$ cat src/rtl/ram_dp_mem.sv
// ram_dp_mem: simple dual-port RAM with byte enables, selectable read-during-write,
// optional output register and a clear sequencer that zeroes the array after reset.
module ram_dp_mem #(
    parameter int DATA_WIDTH = 8,
    parameter int ADDR_WIDTH = 6,
    parameter int BYTE_WIDTH = 8,
    parameter int RDW_MODE   = 0,
    parameter int OUT_REG    = 0
) (
    input  logic                                 clk,
    input  logic                                 rst_n,
    input  logic                                 wr_en,
    input  logic [ADDR_WIDTH-1:0]                wr_addr,
    input  logic [DATA_WIDTH-1:0]                wr_data,
    input  logic [DATA_WIDTH/BYTE_WIDTH-1:0]     wr_be,
    input  logic                                 rd_en,
    input  logic [ADDR_WIDTH-1:0]                rd_addr,
    output logic [DATA_WIDTH-1:0]                rd_data,
    output logic                                 rd_valid,
    output logic                                 init_busy
);
    localparam int NUM_BE = DATA_WIDTH / BYTE_WIDTH;
    localparam int DEPTH  = 2 ** ADDR_WIDTH;

    typedef enum logic {CLEAR, RUN} state_t;

    state_t                  state_q;
    logic [ADDR_WIDTH-1:0]   clr_cnt_q;
    logic [DATA_WIDTH-1:0]   mem_q [DEPTH];
    logic [DATA_WIDTH-1:0]   wr_word_d;
    logic [DATA_WIDTH-1:0]   rd_word_d;
    logic [DATA_WIDTH-1:0]   rd_s1_q;
    logic                    rd_s1_v_q;
    logic                    wr_fire;
    logic                    rd_fire;

    assign init_busy = (state_q == CLEAR);
    assign wr_fire   = !init_busy && wr_en;
    assign rd_fire   = !init_busy && rd_en;

    // Lane-merged word: disabled lanes keep the stored value.
    always_comb begin
        wr_word_d = mem_q[wr_addr];
        for (int i = 0; i < NUM_BE; i++)
            if (wr_be[i]) wr_word_d[i*BYTE_WIDTH +: BYTE_WIDTH] = wr_data[i*BYTE_WIDTH +: BYTE_WIDTH];
    end

    assign rd_word_d = (RDW_MODE == 0 && wr_fire && wr_addr == rd_addr) ? wr_word_d : mem_q[rd_addr];

    always_ff @(posedge clk or negedge rst_n) begin
        if (!rst_n) begin
            state_q   <= CLEAR;
            clr_cnt_q <= '0;
        end else if (state_q == CLEAR) begin
            if (&clr_cnt_q) state_q <= RUN;
            else clr_cnt_q <= clr_cnt_q + ADDR_WIDTH'(1);
        end
    end

    always_ff @(posedge clk) begin
        if (init_busy) mem_q[clr_cnt_q] <= '0;
        else if (wr_fire) mem_q[wr_addr] <= wr_word_d;
    end

    always_ff @(posedge clk or negedge rst_n) begin
        if (!rst_n) begin
            rd_s1_v_q <= 1'b0;
            rd_s1_q   <= '0;
        end else begin
            rd_s1_v_q <= rd_fire;
            if (rd_fire) rd_s1_q <= rd_word_d;
        end
    end

    generate
        if (OUT_REG != 0) begin : g_oreg
            logic [DATA_WIDTH-1:0] rd_data_q;
            logic                  rd_valid_q;
            always_ff @(posedge clk or negedge rst_n) begin
                if (!rst_n) begin
                    rd_valid_q <= 1'b0;
                    rd_data_q  <= '0;
                end else begin
                    rd_valid_q <= rd_s1_v_q;
                    if (rd_s1_v_q) rd_data_q <= rd_s1_q;
                end
            end
            assign rd_data  = rd_data_q;
            assign rd_valid = rd_valid_q;
        end else begin : g_noreg
            assign rd_data  = rd_s1_q;
            assign rd_valid = rd_s1_v_q;
        end
    endgenerate
endmodule

$ cat config.mk
export PLATFORM = sky130hd
export DESIGN_NAME = ram_dp_mem
export DESIGN_NICKNAME = d
export VERILOG_FILES = /design/src/rtl/ram_dp_mem.sv
export SDC_FILE = /design/constraint.sdc
export NUM_CORES = 1
export LEC_CHECK = 0
export CORE_AREA = 2 2 264 266
export CTS_CLUSTER_DIAMETER = 40
export DETAILED_ROUTE_END_ITERATION = 12
export DIE_AREA = 0 0 266 268
export PLACE_DENSITY_LB_ADDON = 0.15
export REMOVE_ABC_BUFFERS = 1
export SLEW_MARGIN = 0
export SYNTH_ARGS = -nofsm -noshare
export SYNTH_HDL_FRONTEND = slang
export SYNTH_SLANG_ARGS = --single-unit
export TNS_END_PERCENT = 30
$ cat constraint.sdc
create_clock -name clk -period 4.83 [get_ports clk]
set_clock_uncertainty 0.1 [all_clocks]
set_input_delay 0.483 -clock clk [delete_from_list [all_inputs] [get_ports clk]]
set_output_delay 0.483 -clock clk [all_outputs]
set_load 0.01 [all_outputs]
==> flow_metrics.env, run 1 <==
export IMPL_status="complete, no violations"
export IMPL_arrival_ns=3.96
export IMPL_avgSynthCellArea_sq_um=17.88
export IMPL_gp_congestion=0.9012
export IMPL_fin_crit_sh_pct=76.71
export IMPL_cts_setup_buffers=0
export IMPL_rsz0062_at_grt="false"
export IMPL_clock_path_buffers=3
export IMPL_syn_inst=1403
export IMPL_max_cap_viol_count=0
export IMPL_dieArea_sq_mm=0.07129
export IMPL_required_ns=5.09
export IMPL_yosys_area_share_simple_pct=5.272
export IMPL_synth_top_family_by_area="multiplexers"
export IMPL_wl_per_cell_um=31.92
export IMPL_clock_sinks=528
export IMPL_fp_dieH_um=268
export IMPL_setup_ws_ns=1.125
export IMPL_n_antenna_cell=0
export IMPL_initial_core_util_pct=36.77
export IMPL_fp_row_count=96
export IMPL_rr_startpoint="state_q$_DFF_PN0_"
export IMPL_vias_per_cell=6.017
export IMPL_rrSetupSlack_ns=1.12
export IMPL_ys_seq_area_share_pct=62.88
export IMPL_p_leak_nw=8.164
export IMPL_antenna_found_initial=2
export IMPL_netlist_area_sq_mm=0.02509
export IMPL_ys_ff_latch=528
export IMPL_grtUsageTotal_pct=22.66
export IMPL_synth_fa_ha_area_share_pct=0.04987
export IMPL_vias=14990
export IMPL_synth_xor_area_share_pct=0.3142
export IMPL_fillCellCount=6014
export IMPL_synth_edff_count=512
export IMPL_tns_ns=0
export IMPL_start_kind="register"
export IMPL_ir_worst_vdd_mv=0.2741
export IMPL_placed_area_sq_mm=0.02713
export IMPL_holdBufCountCts=0
export IMPL_pre_cts_ws_ns=0.6426
export IMPL_grt_pass1_vias=15510
export IMPL_r2r_end="mem_q[22][0]$_DFFE_PP_"
export IMPL_clkTransAtPathRegs_ns=0.06
export IMPL_synth_compound_area_share_pct=5.311
export IMPL_post_route_drc_count=0
export IMPL_synth_warnings=0
export IMPL_regArea_sq_mm=0.01578
export IMPL_drive_gt1_share_pct=34.35
export IMPL_antenna_left=0
export IMPL_worst_slew_pin_transition_ns=1.203
export IMPL_synthMuxAreaShare_pct=23.98
export IMPL_rr_worst_depth=5
export IMPL_htreeDepth=3
export IMPL_grt_pass1_wl_um=113700
export IMPL_final_nets=1572
export IMPL_io_buffers=34
export IMPL_insertion_delay_ns=0.65
export IMPL_final_design_area_no_fill_sq_mm=0.02997
export IMPL_initialDrtViolationCount=1403
export IMPL_cp_startpoint="state_q$_DFF_PN0_"
export IMPL_cp_end_kind="register"
export IMPL_clock_root_buffer="clkbuf_16"
export IMPL_crit_type="register to register"
export IMPL_layout_area_overhead_vs_synth_pct=19.46
export IMPL_dr_pass1_iters=5
export IMPL_powerDensity_mw_per_mm2=381.8
export IMPL_synth_cell_types=57
export IMPL_timing_final_hold_violations=0
export IMPL_maxSlewViolCount=0
export IMPL_maxSlewHeadroom_pct=19.39
export IMPL_multi_input_area_sq_mm=0.008777
export IMPL_clock_fmax_mhz=269.9
export IMPL_async_flop_share_pct=3.030
export IMPL_cts_buffers=81
export IMPL_cts_tree="done"
export IMPL_overflow=0
export IMPL_grt_max_degree=59
export IMPL_drt_total_wl_um=79550
export IMPL_cts_resized_gates=0
export IMPL_critical_path_peak_fanout=16
export IMPL_dp_hpwl_um=55060
export IMPL_die_x_um=266
export IMPL_min_period_ns=3.705
export IMPL_setup_viol=0
export IMPL_num_io_pins=35
export IMPL_core_sq_mm=0.06823
export IMPL_hold_path_class="primary input to async pin"
export IMPL_synth_flop_cell="edfxtp_1"
## worst max-delay path, cell delays in order, from the launching register on
cell and delay [ns]:
dfrtp_1 0.65, nand2_1 0.37, mux2i_2 0.52, nand3_1 0.52, nor2_1 0.96, buf_4 0.30
## metal layers
layer | up-vias | track usage [%] | part of all wire (%)
met5 | - | 0 | 0.029
li1 | 6245 | - | -
met2 | 590 | 37.11 | 49
met4 | 4 | 6.787 | 2.8
met3 | 121 | 4.041 | 6.5
met1 | 8034 | 31.07 | 42
## power by group
group / switching (mW) / leakage [nW] / internal [mW]
Clock: 2.29 / 1.34 / 3.73
Combinational: 0.290 / 3.05 / 0.179
Sequential: 0 / 3.77 / 4.95
## cell type report
type / count / area share [%]
Timing Repair Buffer: 162 / 4.738
Clock buffer: 87 / 6.838
Tap cell: 882 / 3.682
Multi-Input combinational cell: 759 / 29.29
Inverter: 14 / 0.1753
Clock inverter: 60 / 2.643
Sequential cell: 528 / 52.64
## synth_stat cells (all sizes together), types with 19 or more instances
| cell | n | share of area, % |
|---|---|---|
| buf | 63 | 1.4 |
| mux2i | 27 | 1.1 |
| o22ai | 22 | 0.55 |
| a211oi | 24 | 0.72 |
| nand3 | 26 | 0.52 |
| mux2 | 30 | 1.3 |
| nor2b | 19 | 0.47 |
| clkbuf | 39 | 0.58 |
| nor2 | 96 | 1.4 |
| mux4 | 240 | 22 |
| nand2 | 54 | 0.81 |
| edfxtp | 512 | 61 |
| a22oi | 33 | 0.99 |
## stage by stage
step	power (mW)	util [%]	hold slack, ns	cells
2_1_floorplan	5.221	-	0.08741	1301
3_3_place_gp	5.513	39.76	0.4026	2345
3_5_place_dp	5.513	39.76	0.4107	2345
4_1_cts	11.53	43.93	0.2795	2492
5_1_grt	11.74	43.93	0.3348	2492
6_report	11.44	43.93	0.3050	2492
## state kept, by name, indices dropped and copies added, names as in the netlist
name       cells
rd_valid       1
mem_q        512
clr_cnt_q      6
state_q        1
rd_data        8
## how the worst max path moves through the flow
stage,end,cells after the start
2_1_floorplan,mem_q[0][3]$_DFFE_PP_,5
3_3_place_gp,mem_q[4][7]$_DFFE_PP_,8
3_5_place_dp,mem_q[4][7]$_DFFE_PP_,8
4_1_cts,mem_q[22][0]$_DFFE_PP_,5
5_1_grt,mem_q[25][0]$_DFFE_PP_,7
6_report,mem_q[22][0]$_DFFE_PP_,5
## kinds of logic after synthesis
| logic type | count (synthesis) |
|---|---|
| DFF | 528 |
| muxes | 297 |
| and+or+nand+nor | 271 |
| AOI/OAI and AO/OA | 181 |
| buffers and inverters | 116 |
| xor gates and xnor gates | 9 |
| adders and majority gates | 1 |
## placed cells by master (no fill, tap or decap), types with 5 or more instances in the layout
cell type	count
or3_1	5
o22ai_1	22
nor2_1	96
a21oi_1	13
clkbuf_1	6
clkinv_1	9
mux2_2	30
o21ai_0	17
clkbuf_16	81
o31a_1	7
a22oi_1	33
a221oi_1	11
clkinvlp_4	13
clkinv_16	5
buf_12	9
edfxtp_1	512
nor3_1	5
a2111oi_0	5
bufinv_16	11
nand2_1	54
a221o_1	6
nor4_1	12
mux4_2	240
dfrtp_1	16
buf_4	119
mux2i_1	26
xnor2_1	6
nor2b_1	19
inv_1	9
o21a_1	13
clkdlybuf4s50_1	29
a211oi_1	24
inv_6	5
nand2b_1	10
nand4_1	9
nand3_1	26
clkinv_2	11
and2_1	13
Power figures use the tool's default switching activity.
==> inputs of run 2 (changes only) <==
- clock period: 4.83 -> 3.28 ns (I/O delays scaled with it)
==> run 2 against run 1 <==
  * Total power increased by 48%
  * Global-route usage increased by 0.61 points
  * Critical endpoint is now mem_q[16][3]$_DFFE_PP_
  * Critical path type is now primary input to register
  * Worst hold slack got worse by 0.19 ns
  * Highest routed layer is now met4
  * Sequential share of layout area fell by 1.9 points
==> flow_metrics.env, run 2 (synthesis gave the netlist of run 1 again) <==
export IMPL_status="complete, no violations"
export IMPL_cp_depth=11
export IMPL_min_period_ns=2.861
export IMPL_top_register="mem_q"
export IMPL_fin_crit_sh_pct=87.22
export IMPL_timing_final_hold_violations=0
export IMPL_crit_top_cell="buf_12"
export IMPL_maxSlewHeadroom_pct=28.79
export IMPL_placed_area_sq_mm=0.02825
export IMPL_dpl_cell_count=2443
export IMPL_io_buffers=34
export IMPL_fillCellCount=5834
export IMPL_ir_worst_vdd_mv=0.3564
export IMPL_powerDensity_mw_per_mm2=545.5
export IMPL_fp_row_count=96
export IMPL_combPwrFrac_pct=4.7
export IMPL_crit_type="primary input to register"
export IMPL_rr_worst_depth=7
export IMPL_initialDrtViolationCount=1587
export IMPL_n_antenna_cell=0
export IMPL_critical_path_peak_fanout=32
export IMPL_grt_pass1_wl_um=115900
export IMPL_layout_commonest_cell="edfxtp_1"
export IMPL_cp_end_kind="register"
export IMPL_path_buf_inv=6
export IMPL_worst_slew_pin_transition_ns=1.054
export IMPL_hold_path_class="primary input to async pin"
export IMPL_drive_gt1_share_pct=38.29
export IMPL_clock_sinks=528
export IMPL_critPathSlowestCell="mux4_2"
export IMPL_p_leak_nw=8.768
export IMPL_overflow=0
export IMPL_holdBufCountCts=0
export IMPL_layout_area_overhead_vs_synth_pct=23.99
export IMPL_path_delay_family="buffers and inverters"
export IMPL_die_x_um=266
export IMPL_switching_power_mw=3.791
export IMPL_wl_per_cell_um=31.33
export IMPL_vias_per_cell=5.922
export IMPL_dp_hpwl_um=58490
export IMPL_grtUsageTotal_pct=23.27
export IMPL_critPathMaxStageDelay_ns=0.51
export IMPL_clkTransAtPathRegs_ns=0.06
export IMPL_fin_hold_ws_ns=0.1118
export IMPL_dieArea_sq_mm=0.07129
export IMPL_initial_core_util_pct=36.77
export IMPL_insertion_delay_ns=0.62
export IMPL_setup_viol=0
export IMPL_num_io_pins=35
export IMPL_clock_root_buffer="clkbuf_16"
export IMPL_clock_path_buffers=3
export IMPL_swShare_pct=22.34
export IMPL_arrival_ns=3.09
export IMPL_start_kind="primary input"
export IMPL_cts_setup_buffers=0
export IMPL_rsz0062_at_grt="false"
export IMPL_clock_fmax_mhz=349.6
export IMPL_final_util_pct=45.59
export IMPL_core_sq_mm=0.06823
export IMPL_dr_pass1_iters=6
export IMPL_vias=15420
export IMPL_p_seq_share_pct=43.0
export IMPL_setup_ws_ns=0.4193
export IMPL_grt_max_degree=50
export IMPL_stdcell_count=2603
export IMPL_power_frac_clock_pct=52.4
export IMPL_htreeDepth=3
export IMPL_gp_congestion=0.9037
export IMPL_internal_power_mw=13.18
export IMPL_antenna_left=0
export IMPL_antenna_found_initial=1
export IMPL_cts_buffers=86
export IMPL_pre_cts_ws_ns=-0.1910
export IMPL_grt_pass1_vias=15580
export IMPL_cts_tree="done"
export IMPL_final_nets=1675
export IMPL_fin_total_pwr_mw=16.97
export IMPL_max_cap_viol_count=0
export IMPL_post_route_drc_count=0
export IMPL_final_cell_mix="512 x edfxtp_1, 240 x mux4_2, 186 x buf_4"
export IMPL_final_design_area_no_fill_sq_mm=0.03111
export IMPL_tns_ns=0
export IMPL_cp_cell_sequence="clkbuf_8, buf_12, buf_12, buf_12, mux4_2, a22oi_1, a21boi_0, buf_4, a211oi_1, nor3_2, buf_12"
export IMPL_fp_dieH_um=268
export IMPL_drt_total_wl_um=81560
export IMPL_maxSlewViolCount=0
export IMPL_cts_resized_gates=0
export IMPL_largest_reg_flops=512
export IMPL_required_ns=3.51
run 2: path summary, 6_finish.rpt:
path | end | from | slack [ns]
max | mem_q[16][3]$_DFFE_PP_ | wr_addr[0] | 0.42
max in group asynchronous | rd_data[2]$_DFFE_PN0P_ | rst_n | 2.40
min | rd_valid$_DFF_PN0_ | rst_n | 0.11
min reg2reg | clr_cnt_q[5]$_DFFE_PN0P_ | clr_cnt_q[5]$_DFFE_PN0P_ | 0.41
min in group clk | clr_cnt_q[5]$_DFFE_PN0P_ | clr_cnt_q[5]$_DFFE_PN0P_ | 0.41
max reg2reg | rd_data[4]$_DFFE_PN0P_ | mem_q[39][4]$_DFFE_PP_ | 0.50
run 2: layout make-up:
cell class | count | area (sq um) | area share, %
Clock buffer | 94 | 2203 | 7.083
Timing Repair Buffer | 260 | 2544 | 8.177
Clock inverter | 66 | 651.9 | 2.096
Inverter | 14 | 52.55 | 0.1689
Tap cell | 882 | 1104 | 3.548
Sequential cell | 528 | 15780 | 50.71
Multi-Input combinational cell | 759 | 8777 | 28.22
run 2: power by group through the flow:
stage | clock (mW) | combinational (mW) | sequential, mW
final | 8.89 | 0.790 | 7.29
after global routing | 9.33 | 0.827 | 7.29
after CTS | 9.04 | 0.792 | 7.29
after detailed placement | 0 | 0.790 | 7.43
after global placement | 0 | 0.789 | 7.43
after floorplan | 0 | 0.263 | 7.43
run 2: per-layer routing:
metal,part of all wire (%),vias up,global-route usage (%)
li1,-,6469,-
met2,46,646,36.18
met4,4.0,0,9.657
met5,0,-,0
met1,43,8171,32.52
met3,6.7,130,4.160
